**config.mk**
```make
export PLATFORM = sky130hd
export DESIGN_NAME = mult
export DESIGN_NICKNAME = d
export VERILOG_FILES = /design/src/rtl/mult_pkg.sv /design/src/rtl/mult_booth_step.sv /design/src/rtl/mult.sv
export SDC_FILE = /design/constraint.sdc
export NUM_CORES = 1
export LEC_CHECK = 0
export CAP_MARGIN = 20
export CORE_ASPECT_RATIO = 0.9
export CORE_MARGIN = 2
export CORE_UTILIZATION = 35
export CTS_CLUSTER_DIAMETER = 30
export DETAILED_ROUTE_END_ITERATION = 8
export GPL_ROUTABILITY_DRIVEN = 0
export HOLD_SLACK_MARGIN = 0.06
export PLACE_DENSITY_LB_ADDON = 0.15
export SYNTH_ARGS = -nofsm -noshare
export SYNTH_HDL_FRONTEND = slang
export SYNTH_HIERARCHICAL = 1
export SYNTH_SLANG_ARGS = --single-unit
```
**constraint.sdc**
```tcl
create_clock -name clock -period 7.3 [get_ports clock]
set_clock_uncertainty 0.1 [all_clocks]
set_input_delay 1.46 -clock clock [delete_from_list [all_inputs] [get_ports clock]]
set_output_delay 1.46 -clock clock [all_outputs]
set_load 0.05 [all_outputs]
```
**src/rtl/mult_pkg.sv**
```systemverilog
// Shared types and constants for the sequential Booth multiplier.
// Defining MULT_UNSIGNED_EN adds one extension bit so that multu is exact.
package mult_pkg;

   typedef enum logic [1:0] {
      MULT_IDLE = 2'd0,
      MULT_RUN  = 2'd1,
      MULT_DONE = 2'd2
   } mult_state_t;

   localparam int MULT_WIDTH = 32;

`ifdef MULT_UNSIGNED_EN
   localparam int MULT_EXT = 1;
`else
   localparam int MULT_EXT = 0;
`endif

   function automatic int mult_iter(input int width);
      return width + MULT_EXT;
   endfunction

endpackage

```
**src/rtl/mult_booth_step.sv**
```systemverilog
// One radix-2 Booth step: conditional add/sub of M into the upper half of P,
// then an arithmetic right shift of the whole P register by one bit.
module mult_booth_step #(
   parameter int UW = 34,
   parameter int LW = 33
) (
   input  logic [UW+LW:0] p,
   input  logic [UW-1:0]  m,
   input  logic [1:0]     pair,
   output logic [UW+LW:0] p_next
);

   logic [UW-1:0] upper;
   logic [UW-1:0] sum;

   assign upper = p[UW+LW:LW+1];

   always_comb begin
      case (pair)
         2'b01:   sum = upper + m;
         2'b10:   sum = upper - m;
         default: sum = upper;
      endcase
   end

   // The old Q-1 bit falls off the bottom; the upper sign bit is replicated.
   assign p_next = $signed({sum, p[LW:0]}) >>> 1;

endmodule

```
**src/rtl/mult.sv**
```systemverilog
// Sequential Booth multiplier producing {hi_mult, lo_mult} after ITER steps.
// MULT_UNSIGNED_EN adds the unsigned_op port and a 33-step unsigned-capable mode.
module mult
   import mult_pkg::*;
#(
   parameter int WIDTH = MULT_WIDTH
) (
   input  logic             clock,
   input  logic             reset,
   input  logic             start,
   input  logic [WIDTH-1:0] multiplicand,
   input  logic [WIDTH-1:0] multiplier,
`ifdef MULT_UNSIGNED_EN
   input  logic             unsigned_op,
`endif
   output logic [WIDTH-1:0] hi_mult,
   output logic [WIDTH-1:0] lo_mult,
   output logic             busy,
   output logic             done,
   output mult_state_t      state
);

   // Handshake: start is sampled only in IDLE; busy covers the ITER steps;
   // done pulses once and HI/LO stay valid until the next completion.
   localparam int LW   = WIDTH + MULT_EXT;
   localparam int UW   = LW + 1;
   localparam int PW   = UW + LW + 1;
   localparam int ITER = mult_iter(WIDTH);
   localparam int CW   = $clog2(ITER + 1);

   logic [LW-1:0] ext_a;
   logic [LW-1:0] ext_b;
   logic [UW-1:0] m;
   logic [PW-1:0] p;
   logic [PW-1:0] p_next;
   logic [CW-1:0] count;

`ifdef MULT_UNSIGNED_EN
   assign ext_a = {~unsigned_op & multiplicand[WIDTH-1], multiplicand};
   assign ext_b = {~unsigned_op & multiplier[WIDTH-1], multiplier};
`else
   assign ext_a = multiplicand;
   assign ext_b = multiplier;
`endif

   mult_booth_step #(
      .UW(UW),
      .LW(LW)
   ) u_step (
      .p      (p),
      .m      (m),
      .pair   (p[1:0]),
      .p_next (p_next)
   );

   always_ff @(posedge clock) begin
      if (reset) begin
         state   <= MULT_IDLE;
         count   <= '0;
         m       <= '0;
         p       <= '0;
         hi_mult <= '0;
         lo_mult <= '0;
         busy    <= 1'b0;
         done    <= 1'b0;
      end else begin
         case (state)
            MULT_IDLE: begin
               done <= 1'b0;
               if (start) begin
                  m     <= {ext_a[LW-1], ext_a};
                  p     <= {{UW{1'b0}}, ext_b, 1'b0};
                  count <= '0;
                  busy  <= 1'b1;
                  state <= MULT_RUN;
               end
            end
            MULT_RUN: begin
               p     <= p_next;
               count <= count + 1'b1;
               if (count == CW'(ITER - 1)) begin
                  {hi_mult, lo_mult} <= p_next[2*WIDTH:1];
                  busy  <= 1'b0;
                  done  <= 1'b1;
                  state <= MULT_DONE;
               end
            end
            MULT_DONE: begin
               done  <= 1'b0;
               state <= MULT_IDLE;
            end
            default: begin
               busy  <= 1'b0;
               done  <= 1'b0;
               state <= MULT_IDLE;
            end
         endcase
      end
   end

endmodule

```
After elaboration in Yosys (flattened, before gate mapping)
Cells that the tools add are included.
{"block": "word_totals", "reg_bits": 172, "input_bits": 67, "output_inout_bits": 68, "word_cells": 39}
{"block": "classes", "n_addsub": 3, "n_eq_ne": 7, "muxes": 11, "bitwise": 2, "n_reduce_logical": 8}
{"op": "$pmux 66 s2", "count": 1}
{"op": "$mux 66", "count": 1}
{"op": "$pmux 33 s2", "count": 1}
{"op": "$add 33x33->33", "count": 1}
{"op": "$sub 33x33->33", "count": 1}
{"op": "$pmux 6 s2", "count": 1}
{"op": "$reduce_and 2->1", "count": 4}
{"op": "$add 6x1->6 const B", "count": 1}
{"op": "$eq 6x5->1 const B", "count": 1}
{"op": "$mux 6", "count": 1}
{"op": "$eq 2x1->1 const B", "count": 2}
{"op": "$eq 2x2->1 const B", "count": 2}
{"op": "$mux 2", "count": 2}
{"op": "$ne 2x2->1 const B", "count": 2}
{"op": "$pmux 2 s2", "count": 1}
{"op": "$pmux 1 s3", "count": 1}
{"op": "$reduce_and 3->1", "count": 1}
{"op": "$logic_not 2->1", "count": 1}
{"op": "$mux 1", "count": 2}
{"op": "$not 1->1", "count": 2}
{"op": "$reduce_bool 2->1", "count": 1}
{"op": "$reduce_or 2->1", "count": 1}

Logic depth before layout (Yosys ltp)
Gate-level depths: netlist of the first run.
{"block": "logic_depth", "depth_word": 3, "depth_mapped": 19, "depth_no_buf": 18}

By module
Netlist of the first run, hierarchy kept.
{"module": "mult", "n_inst": 1, "cells_per_inst": 716, "area_each_um2": 6819.0, "seq_area_each_um2": 3443.3}
{"module": "mult_booth_step", "n_inst": 1, "cells_per_inst": 481, "area_each_um2": 3125.5, "seq_area_each_um2": 0.0}

Least setup slack after synthesis of the first run
No wires, ideal clock.
{"block": "synth_path", "path_kind": "reg2reg", "start": "reg m[0]", "end": "reg hi_mult[29]", "setup_time_ps": 72, "t_arrival_ps": 3722, "path_slack_ps": 3407, "path_stages_with_launch": 19, "period_less_slack_ps": 3893, "path_cell_list": "dfxtp_1 > inv_1 > ha_1 > nor3b_1 > nand4b_1 > or2_2 > nor3_1 > a21oi_1 > xnor2_1 > ha_1 > clkbuf_1 > nand2_1 > nor2_1 > nand3_1 > or4b_4 > a211o_1 > o311ai_1 > nand2b_1 > mux2i_1"}
{"block": "synth_between", "elab_chain_cells": 2}
{"element": "start: declaration", "line": "mult.sv:33", "source": "logic [UW-1:0] m;"}
{"element": "start signal: assignment", "line": "mult.sv:71", "source": "m <= {ext_a[LW-1], ext_a};"}
{"element": "$sub 33x33->33 / $add 33x33->33 (equally long branches)", "line": "mult_booth_step.sv:21, mult_booth_step.sv:20"}
{"element": "$pmux 33 s2 (*)", "line": "mult_booth_step.sv:19", "source": "case (pair)"}
{"element": "via p_next[62]", "line": "mult.sv:35", "source": "logic [PW-1:0] p_next;"}
{"element": "end signal: assignment", "line": "mult.sv:82", "source": "{hi_mult, lo_mult} <= p_next[2*WIDTH:1];"}
{"element": "end: declaration", "line": "mult.sv:16", "source": "output logic [WIDTH-1:0] hi_mult,"}
The timed path passes the listed nets; every way through them passes the cells marked *.
A chain may end at the register's enable or synchronous reset.

Worst setup path in the final report of the first run
{"block": "layout_path", "start": "reg m[3]", "end": "reg hi_mult[29]"}
Same word-level chain as after synthesis.

==> results of run 1 <==
[registers in the layout, summed over array words and instances (netlist names)]
name,count
p,66
busy,1
lo_mult,32
state,2
count,6
hi_mult,32
done,1
m,32
[worst max-delay path, cell delays in order (launching register included)]
cell,delay [ps]
dfxtp_1,340
or4_1,550
nor2b_1,290
nor2b_1,420
a21oi_1,140
xnor2_1,140
ha_1,430
nand2_1,80
o21a_1,220
o21ai_0,330
nor2_2,120
or4b_4,540
a211o_1,310
o311ai_1,120
nand2b_1,90
mux2i_1,130
[kinds of logic (layout without fill, tap and decap cells)]
kind of cell / after synthesis / in the layout
AO/OA/AOI/OAI: 233 / 233
adder cells (fa/ha/maj): 36 / 36
XOR/XNOR: 58 / 58
AND/OR/NAND/NOR: 503 / 503
multiplexers: 71 / 71
buffers and inverters: 124 / 189
flip-flops: 172 / 172
[per-stage QoR]
| stage | power, W | setup WS, ps | utilization, % | std cells | hold WS [ps] |
|---|---|---|---|---|---|
| floorplan | 0.00156 | 3410 | - | 1197 | 342 |
| finish | 0.00259 | 2850 | 41.8 | 1622 | 367 |
| global route | 0.00274 | 2540 | 41.8 | 1622 | 388 |
| detailed placement | 0.00170 | 2930 | 39.7 | 1590 | 352 |
| global placement | 0.00170 | 3040 | 39.7 | 1590 | 352 |
| CTS | 0.00262 | 2890 | 41.8 | 1622 | 370 |
[layout make-up]
cell class	instances	area share [%]
clock buffer	17	3.64
multi-input combinational	901	49.3
tap	360	3.86
timing repair buffer	142	12.0
inverter	15	0.482
clock inverter	15	1.26
sequential	172	29.5
[worst paths after layout]
kind	start	end	slack, ps	cells after the start
setup / recovery	m[3]	hi_mult[29]	2850	15
hold / removal	done	done	370	1
setup reg to reg	m[3]	hi_mult[29]	2850	15
hold reg to reg	done	done	370	1
[layer usage]
metal | global-route usage (%) | wire length, µm
met1 | 25.2 | 13300
met2 | 25.5 | 10600
met3 | 2.66 | 902
met4 | 4.47 | 235
met5 | 0 | 0
[power by group]
part / internal, W / switching [W]
sequential: 0.000982 / 0.0000447
combinational: 0.000268 / 0.000392
clock: 0.000456 / 0.000445
[Yosys cell counts, types with 2 or more instances]
cell type  count
nor2_1       135
nor4_1        36
or4_1          2
a21oi_1       85
ha_1          35
a22o_1        36
nor3_1        16
o31ai_1        7
buf_6          4
a21o_1        17
o221a_2        2
mux2i_1       68
nand4_1        9
o2111ai_1      2
and4_1         4
o41ai_1        4
nor2b_1        5
nand2_1      131
nand2b_1     133
o21a_1        10
buf_12         6
xnor2_1       47
buf_2         21
nor2_4         2
o21bai_1       4
o21ai_0       28
and3_1         4
mux2_2         3
o221ai_1       2
a211oi_1       2
o22ai_1        2
clkbuf_1      40
nand3_1        6
o21ai_1       11
o211ai_1       2
a31oi_1        5
buf_4         36
and2_1         2
or3_1          4
nor3b_1        2
dfxtp_1      172
inv_1         15
xor2_1        11
==> results.py, run 1 <==
metrics = {
    "timing": {
        "worst_pin_slew_ps": 1020,
        "min_period_over_period_pct": 60.9,
        "timing.fmax_mhz": 225,
        "setup_viol": 0,
        "slew_viol_final": 0,
        "slew_headroom_pct": 31.7,
        "period_needed_ps": 4450,
        "final_hold_viol_count": 0,
        "setup_tns_ps": 0,
        "rsz0062_at_grt": "no",
    },
    "global_route": {
        "antenna_found_initial": 0,
        "grt_pass1_wl_mm": 40.7,
        "track_usage_pct": 17.0,
        "grt_pass1_vias": 7590,
        "grt_max_degree": 94,
        "grt.overflow.total": 0,
    },
    "floorplan": {
        "core_mm2": 0.0279,
        "io_pins": 135,
        "rows": 58,
        "fp.dieW_um": 182,
        "die_area_mm2": 0.0298,
        "initial_utilization_pct": 35.6,
        "die_h_um": 164,
    },
    "clocking": {
        "post_cts_resized": 0,
        "cts.htree.levels": 4,
        "clkLatencyLatePin_ps": 430,
        "cts_setup_buffers": 0,
        "cts_sinks": 172,
        "clk_pin_slew_ps": 70,
        "cts_buffers": 17,
        "cts_tree": "done",
        "root_buffer": "clkbuf_16",
        "clk_path_buf_depth": 2,
        "hold_buffers": 0,
    },
    "synthesis": {
        "synthFlopType": "dfxtp_1",
        "synth.largest_area_cell": "dfxtp_1",
        "ys_seq_area_share_pct": 34.6,
        "synth_compound_area_share_pct": 15.4,
        "synth_cells": 1197,
        "synth_edf_count": 0,
        "synthTopCellsByArea": "dfxtp_1, nand2b_1, mux2i_1",
        "yosys.area_share.simple_pct": 25.4,
        "yosys_register_bits": 172,
        "synth_nets": 1300,
        "yosysTopAreaCellShare_pct": 34.6,
        "synthXorXnorAreaFrac_pct": 5.11,
        "synth_area_mm2": 0.00994,
        "ys_types": 72,
        "yosysWarnings": 6,
        "ys_async_sr_fraction_pct": 0,
        "yosys.area_share.adder_pct": 4.60,
        "synthMuxAreaShare_pct": 7.18,
        "avgSynthCellArea_um2": 8.31,
        "synth_top_family_by_area": "simple AND/OR/NAND/NOR gates",
    },
    "critical_path": {
        "cp-start-kind": "flop",
        "critical_path_arrival_ps": 4700,
        "timing_worst_setup_path_type": "flop to flop",
        "cp-end-kind": "flop",
        "cp_data_required_time_ps": 7560,
        "path_max_fanout": 7,
    },
    "placement": {
        "dp_hpwl_mm": 17.5,
        "placed_area_mm2": 0.0111,
        "place.port_buffers": 134,
    },
    "layout": {
        "antennaDiodeCount": 0,
        "drive_gt1_share_pct": 4.91,
        "regArea_mm2": 0.00344,
        "multiInputGateArea_mm2": 0.00575,
        "nFillCells": 2808,
        "final_common_cell": "dfxtp_1",
        "mostFrequentLayoutCells": "dfxtp_1, nor2_1, nand2b_1, clkdlybuf4s50_1, nand2_1",
        "final_cell_area_mm2": 0.0117,
        "synthToLayoutAreaGrowth_pct": 17.4,
        "fin_nets": 1352,
    },
    "route": {
        "vias": 8237,
        "drt_iter0_drc": 516,
        "drc": 0,
        "firstDrtPassIters": 4,
        "ant_nets": 0,
        "wl_per_cell_um": 15.4,
        "vias_per_cell": 5.08,
        "wl_mm": 25.1,
    },
    "power_and_ir_drop": {
        "power_leakage_nw": 4.23,
        "p_per_area_mw_per_mm2": 222,
        "ir_drop_uv": 137,
    },
    "run_status": {
        "status": "finished clean",
    },
    "job": {
        "cap_violations": 0,
    },
    "hold_path": {
        "min-delay-path-class": "flop to flop",
    },
}
Power figures use the tool's default switching activity.
==> run 2, diff against run 1 <==
==> constraint.sdc (replaced) <==
create_clock -name clock -period 4.12 [get_ports clock]
set_clock_uncertainty 0.1 [all_clocks]
set_input_delay 0.824 -clock clock [delete_from_list [all_inputs] [get_ports clock]]
set_output_delay 0.824 -clock clock [all_outputs]
set_load 0.05 [all_outputs]
==> run 2 against run 1 <==
Against the previous run:
- design area up 6.6%
- sequential power up 77%
- hold slack better by 5.3 ps
- core utilization grew 2.8 points
- via count is 2.3% higher
- maximum frequency increased by 13%
- total power increased by 92%
- critical path depth rose by 1
- critical endpoint unchanged
- largest power group unchanged
==> results.py, run 2 (synthesized netlist as in run 1, its figures left out) <==
metrics = {
    "timing": {
        "slew_viol_final": 0,
        "slew_headroom_pct": 33.6,
        "worst_pin_slew_ps": 994,
        "rsz0062_at_grt": "yes",
        "timing.fmax_mhz": 254,
        "period_needed_ps": 3940,
        "min_period_over_period_pct": 95.7,
        "setup_viol": 0,
        "final_hold_viol_count": 0,
    },
    "critical_path": {
        "ff2ff_setup_slack_ps": 180,
        "path_max_fanout": 5,
        "rr_worst_depth": 16,
        "path_delay_family": "simple AND/OR/NAND/NOR gates",
        "critical_path_arrival_ps": 4200,
        "cp-start-kind": "flop",
        "cp.buffers_inverters": 1,
        "slowest_stage": "or4b_4",
        "path_cells": "or4_4 -> nor2b_1 -> buf_4 -> nor2b_4 -> a21oi_2 -> xnor2_1 -> ha_1 -> and4_4 -> nand3_2 -> a211oi_4 -> nor2_2 -> or4b_4 -> a211o_1 -> o311ai_2 -> nand2b_1 -> mux2i_1",
        "reg2reg_from": "m[3]",
        "r2r_end": "hi_mult[29]",
        "cp-end-kind": "flop",
        "cp_data_required_time_ps": 4380,
        "slowest_delay_ps": 560,
        "timing_worst_setup_path_type": "flop to flop",
    },
    "layout": {
        "final_cell_count_no_fill": 1678,
        "largest_reg_flops": 66,
        "regArea_mm2": 0.00345,
        "antennaDiodeCount": 0,
        "final_util_pct": 44.5,
        "final_cell_area_mm2": 0.0124,
        "synthToLayoutAreaGrowth_pct": 25.1,
        "final_common_cell": "dfxtp_1",
        "fin_nets": 1409,
        "drive_gt1_share_pct": 12.8,
        "multiInputGateArea_mm2": 0.00601,
        "nFillCells": 2790,
        "mostFrequentLayoutCells": "dfxtp_1, nand2b_1, nor2_1, clkdlybuf4s50_1, nand2_1",
        "largest-register": "p",
    },
    "hold_path": {
        "hold_path_end": "hi_mult[19]",
        "hp-start": "hi_mult[19]",
        "hold_path_depth": 2,
        "min-delay-path-class": "flop to flop",
    },
    "floorplan": {
        "initial_utilization_pct": 35.6,
        "die_area_mm2": 0.0298,
        "fp.dieW_um": 182,
        "die_h_um": 164,
        "rows": 58,
        "io_pins": 135,
        "core_mm2": 0.0279,
    },
    "route": {
        "drt_iter0_drc": 486,
        "firstDrtPassIters": 7,
        "drc": 0,
        "ant_nets": 0,
        "vias": 8429,
        "wl_mm": 25.5,
        "wl_per_cell_um": 15.2,
        "vias_per_cell": 5.02,
    },
    "placement": {
        "dp.cells": 1635,
        "place.port_buffers": 134,
        "dp_hpwl_mm": 18.0,
        "placed_area_mm2": 0.0115,
    },
    "run_status": {
        "status": "finished clean",
    },
    "global_route": {
        "busiest_layer": "met2",
        "grt_pass1_wl_mm": 41.6,
        "antenna_found_initial": 0,
        "grt_pass1_vias": 8024,
        "grt_max_degree": 109,
        "met1_usage_pct": 24.7,
        "grt.overflow.total": 0,
        "gr-usage-met2_pct": 26.9,
        "grtUsageMet3_pct": 2.68,
        "track_usage_pct": 17.3,
    },
    "job": {
        "cap_violations": 0,
    },
    "clocking": {
        "hold_buffers": 0,
        "cts.htree.levels": 4,
        "cts_buffers": 17,
        "clkLatencyLatePin_ps": 430,
        "clk_path_buf_depth": 2,
        "clk_pin_slew_ps": 70,
        "root_buffer": "clkbuf_16",
        "cts_tree": "done",
        "cts_sinks": 172,
    },
    "power_and_ir_drop": {
        "power_leakage_nw": 4.60,
        "p_per_area_mw_per_mm2": 399,
        "ir_drop_uv": 291,
    },
}
-- run 2: cell count changes in the layout (fill, tap and decap cells not counted), moves of 4 or more --
cell       previous run  this run
buf_4                 9        64
a21oi_1              85        78
a21oi_2               0         7
ha_1                 35        28
ha_2                  0         7
o21ai_0              28        23
bufinv_16             0         4
-- run 2: how the worst max path moves through the flow --
stage / startpoint / to / slack, ps / depth (start not counted)
2_1_floorplan: m[0] / hi_mult[29] / 230 / 18
3_3_place_gp: m[3] / hi_mult[27] / 90 / 18
3_5_place_dp: m[3] / hi_mult[27] / 20 / 15
4_1_cts: m[3] / hi_mult[27] / 1 / 18
5_1_grt: m[3] / hi_mult[29] / -50 / 18
6_report: m[3] / hi_mult[29] / 180 / 16
-- run 2: routing by layer --
layer / vias up / part of all wire [%]
met5: - / 0
li1: 4325 / -
met2: 158 / 43
met4: 0 / 1.2
met3: 19 / 3.8
met1: 3927 / 52
-- run 2: per-stage QoR --
step / setup TNS [ps] / total power (W) / hold slack (ps) / setup slack [ps]
2_1_floorplan: 0 / 0.00277 / 342 / 227
3_3_place_gp: 0 / 0.00313 / 349 / 89.3
3_5_place_dp: 0 / 0.00313 / 355 / 19.0
4_1_cts: 0 / 0.00492 / 372 / 1.33
5_1_grt: -45.1 / 0.00525 / 388 / -45.1
6_report: 0 / 0.00497 / 373 / 176
-- run 2: worst reg2reg max path: stages (launching register included) --
cell and delay, ps:
dfxtp_2 340, or4_4 540, nor2b_1 120, buf_4 160, nor2b_4 170, a21oi_2 70
xnor2_1 130, ha_1 360, and4_4 260, nand3_2 100, a211oi_4 290, nor2_2 80
or4b_4 560, a211o_1 290, o311ai_2 100, nand2b_1 100, mux2i_1 120
-- run 2: power by group --
part,switching [W],leakage [nW],internal [W]
Clock,0.000738,0.303,0.00103
Combinational,0.000763,2.89,0.000624
Sequential,0.0000774,1.40,0.00174
Total,0.00158,4.60,0.00339
-- run 2: cell type report --
cell class                 instances  share of cell area [%]
sequential                       172                    27.7
timing repair buffer             199                    14.8
inverter                          15                   0.452
tap                              360                    3.62
clock inverter                    14                    1.64
clock buffer                      17                    3.42
multi-input combinational        901                    48.3
-- run 2: timing repair --
action | CTS | global route
buffers inserted | 0 | 12
gates cloned | 0 | 0
resized for setup | 1 | 65
pin swaps | 0 | 28
endpoints found under the setup margin | 2 | 24
==> patch, RTL diff (settings of run 2) <==
The package constant `MULT_WIDTH` goes from 32 to 16.
--- a/src/rtl/mult_pkg.sv
+++ b/src/rtl/mult_pkg.sv
@@ -10,3 +10,3 @@
 
-   localparam int MULT_WIDTH = 32;
+   localparam int MULT_WIDTH = 16;
 
Interface: changed (resized hi_mult, lo_mult, multiplicand and multiplier); port bits go from 135 to 71. The function was not compared with the original's and may differ.
==> patch against run 2 <==
Non-clock buffer count decreased by 121; sequential cell count decreased by 81; cell count decreased by 50%; design area decreased by 53%; routed wire length decreased by 53%; via count decreased by 51%; power decreased by 55%; utilization decreased by 2.7 points; synthesized area decreased by 51%; setup slack improved by 0.18 ns; critical path type unchanged; largest power group unchanged; die area decreased by 50%.
==> patch: results (changes against run 2) <==
OUTCOME='completed'
TIMING.CRITICAL_PATH.SLOWEST_CELL_DELAY_NS=0.51  # -0.05 ns
DRT_PASS1_ITERATIONS=6  # -1
GRT_PASS1_WL_MM=19.5  # -53%
WL_MET3_UM=592  # -40%
RRSETUPSLACK_NS=0.36  # +0.18 ns
CP-STARTPOINT='m[0]'
NETLIST_INSTANCES=603  # -50%
SYNTH_FP_NETS=659  # -49%
SYNTH.AREA.TOP_CELLS='dfxtp_1 37%, nand2_1 8.8%, a21oi_1 6.6%'
POWER.STATIC_LEAKAGE_nW=2.13  # -54%
NUMPLACEDINSTANCES=822  # -50%
POST_DRT_VIA_CELL_RATIO=4.97  # -1.1%
DESIGN.FINAL.NETS=696  # -51%
CTS-HTREE-LEVELS=3  # -1
SYNTHARSTFLOPSHARE_PCT=0  # unchanged
GRT_MAX_DEGREE=39  # -64%
LARGEST_REGISTER_FF_COUNT=34  # -48%
MET2WIRELENGTH_MM=5.30  # -52%
WORST_IR_DROP_VDD_mV=0.213  # -27%
RANKING_OF_SYNTHESIZED_CELLS_BY_INSTANCE_COUNT='115 x nand2_1, 91 x dfxtp_1, 70 x nor2_1'
HOLDCRITSTARTPOINT='count[4]'
WL_PER_CELL_UM=14.3  # -6.3%
CTS_BUFFERS=9  # -8
PLACEDINSTANCEAREA_UM2=5540  # -52%
STARTING_DRT_DRC_COUNT=253  # -48%
SYNTHDISTINCTLIBCELLS=65  # -9.7%
ROUTED_WL_MM=12.0  # -53%
YS_SEQ_AREA_SHARE_PCT=37.0  # +2.4 points
PORTBUFFERS=70  # -48%
ENDPOINT='p[27]'
CLOCK_INSERTION_DELAY_WORST_SKEW_NS=0.35  # -0.08 ns
PLACE.DETAILED.HPWL_MM=8.32  # -54%
TIMING.SLEW.HEADROOM_PCT=28.8  # -4.8 points
GRT_UTIL_ALL_LAYERS_PCT=16.5  # -0.72 points
WIRELENGTH_MET1_MM=5.94  # -55%
FIRST_GLOBAL_VIAS=3913  # -51%
CRIT_ARRIVAL_NS=3.91  # -0.29 ns
FIN_CRIT_SH_PCT=91.3  # -4.4 points
-- patch: repair_timing --
action                                  4_1_cts  5_1_grt
setup buffers                                 0        0
endpoints found under the setup margin        0        5
hold buffers                                  0        0
gates resized for setup                       0        2
-- patch: report_power, final --
group | total (mW) | leakage, nW | internal (mW) | switching, mW
Clock | 0.767 | 0.128 | 0.409 | 0.358
Sequential | 0.954 | 0.741 | 0.916 | 0.0381
Combinational | 0.526 | 1.26 | 0.233 | 0.293
Total | 2.25 | 2.13 | 1.56 | 0.689
-- patch: worst min-delay path by stage --
stage                 endpoint  slack (ns)  depth (start not counted)
floorplan             count[4]        0.33                          1
global placement      count[4]        0.33                          1
detailed placement    count[4]        0.34                          1
CTS                 hi_mult[8]        0.36                          2
global route        lo_mult[3]        0.37                          2
finish                count[4]        0.35                          1
-- patch: cell type report --
class                   instances  area (um^2)
fillers                      1431         8080
multi-input cells             449         2690
flip-flops and latches         91         1820
repair buffers                 78          756
well taps                     193          241
clock buffers                  10          229
clock inverters                 6         42.5
inverters                      11         41.3
-- patch: kinds of logic after synthesis --
logic type / share of synthesized area [%]
adder cells (fa/ha/maj): 5.49
AND/OR/NAND/NOR: 25.1
buffers and inverters: 8.60
multiplexers: 1.30
XOR/XNOR: 3.92
flip-flops: 37.0
AO/OA/AOI/OAI: 18.5
-- patch: per-layer routing --
| layer | vias up | global-route usage [%] |
|---|---|---|
| met5 | - | 0 |
| met1 | 1918 | 22.6 |
| li1 | 2142 | - |
| met4 | 0 | 4.71 |
| met3 | 12 | 4.67 |
| met2 | 91 | 25.7 |
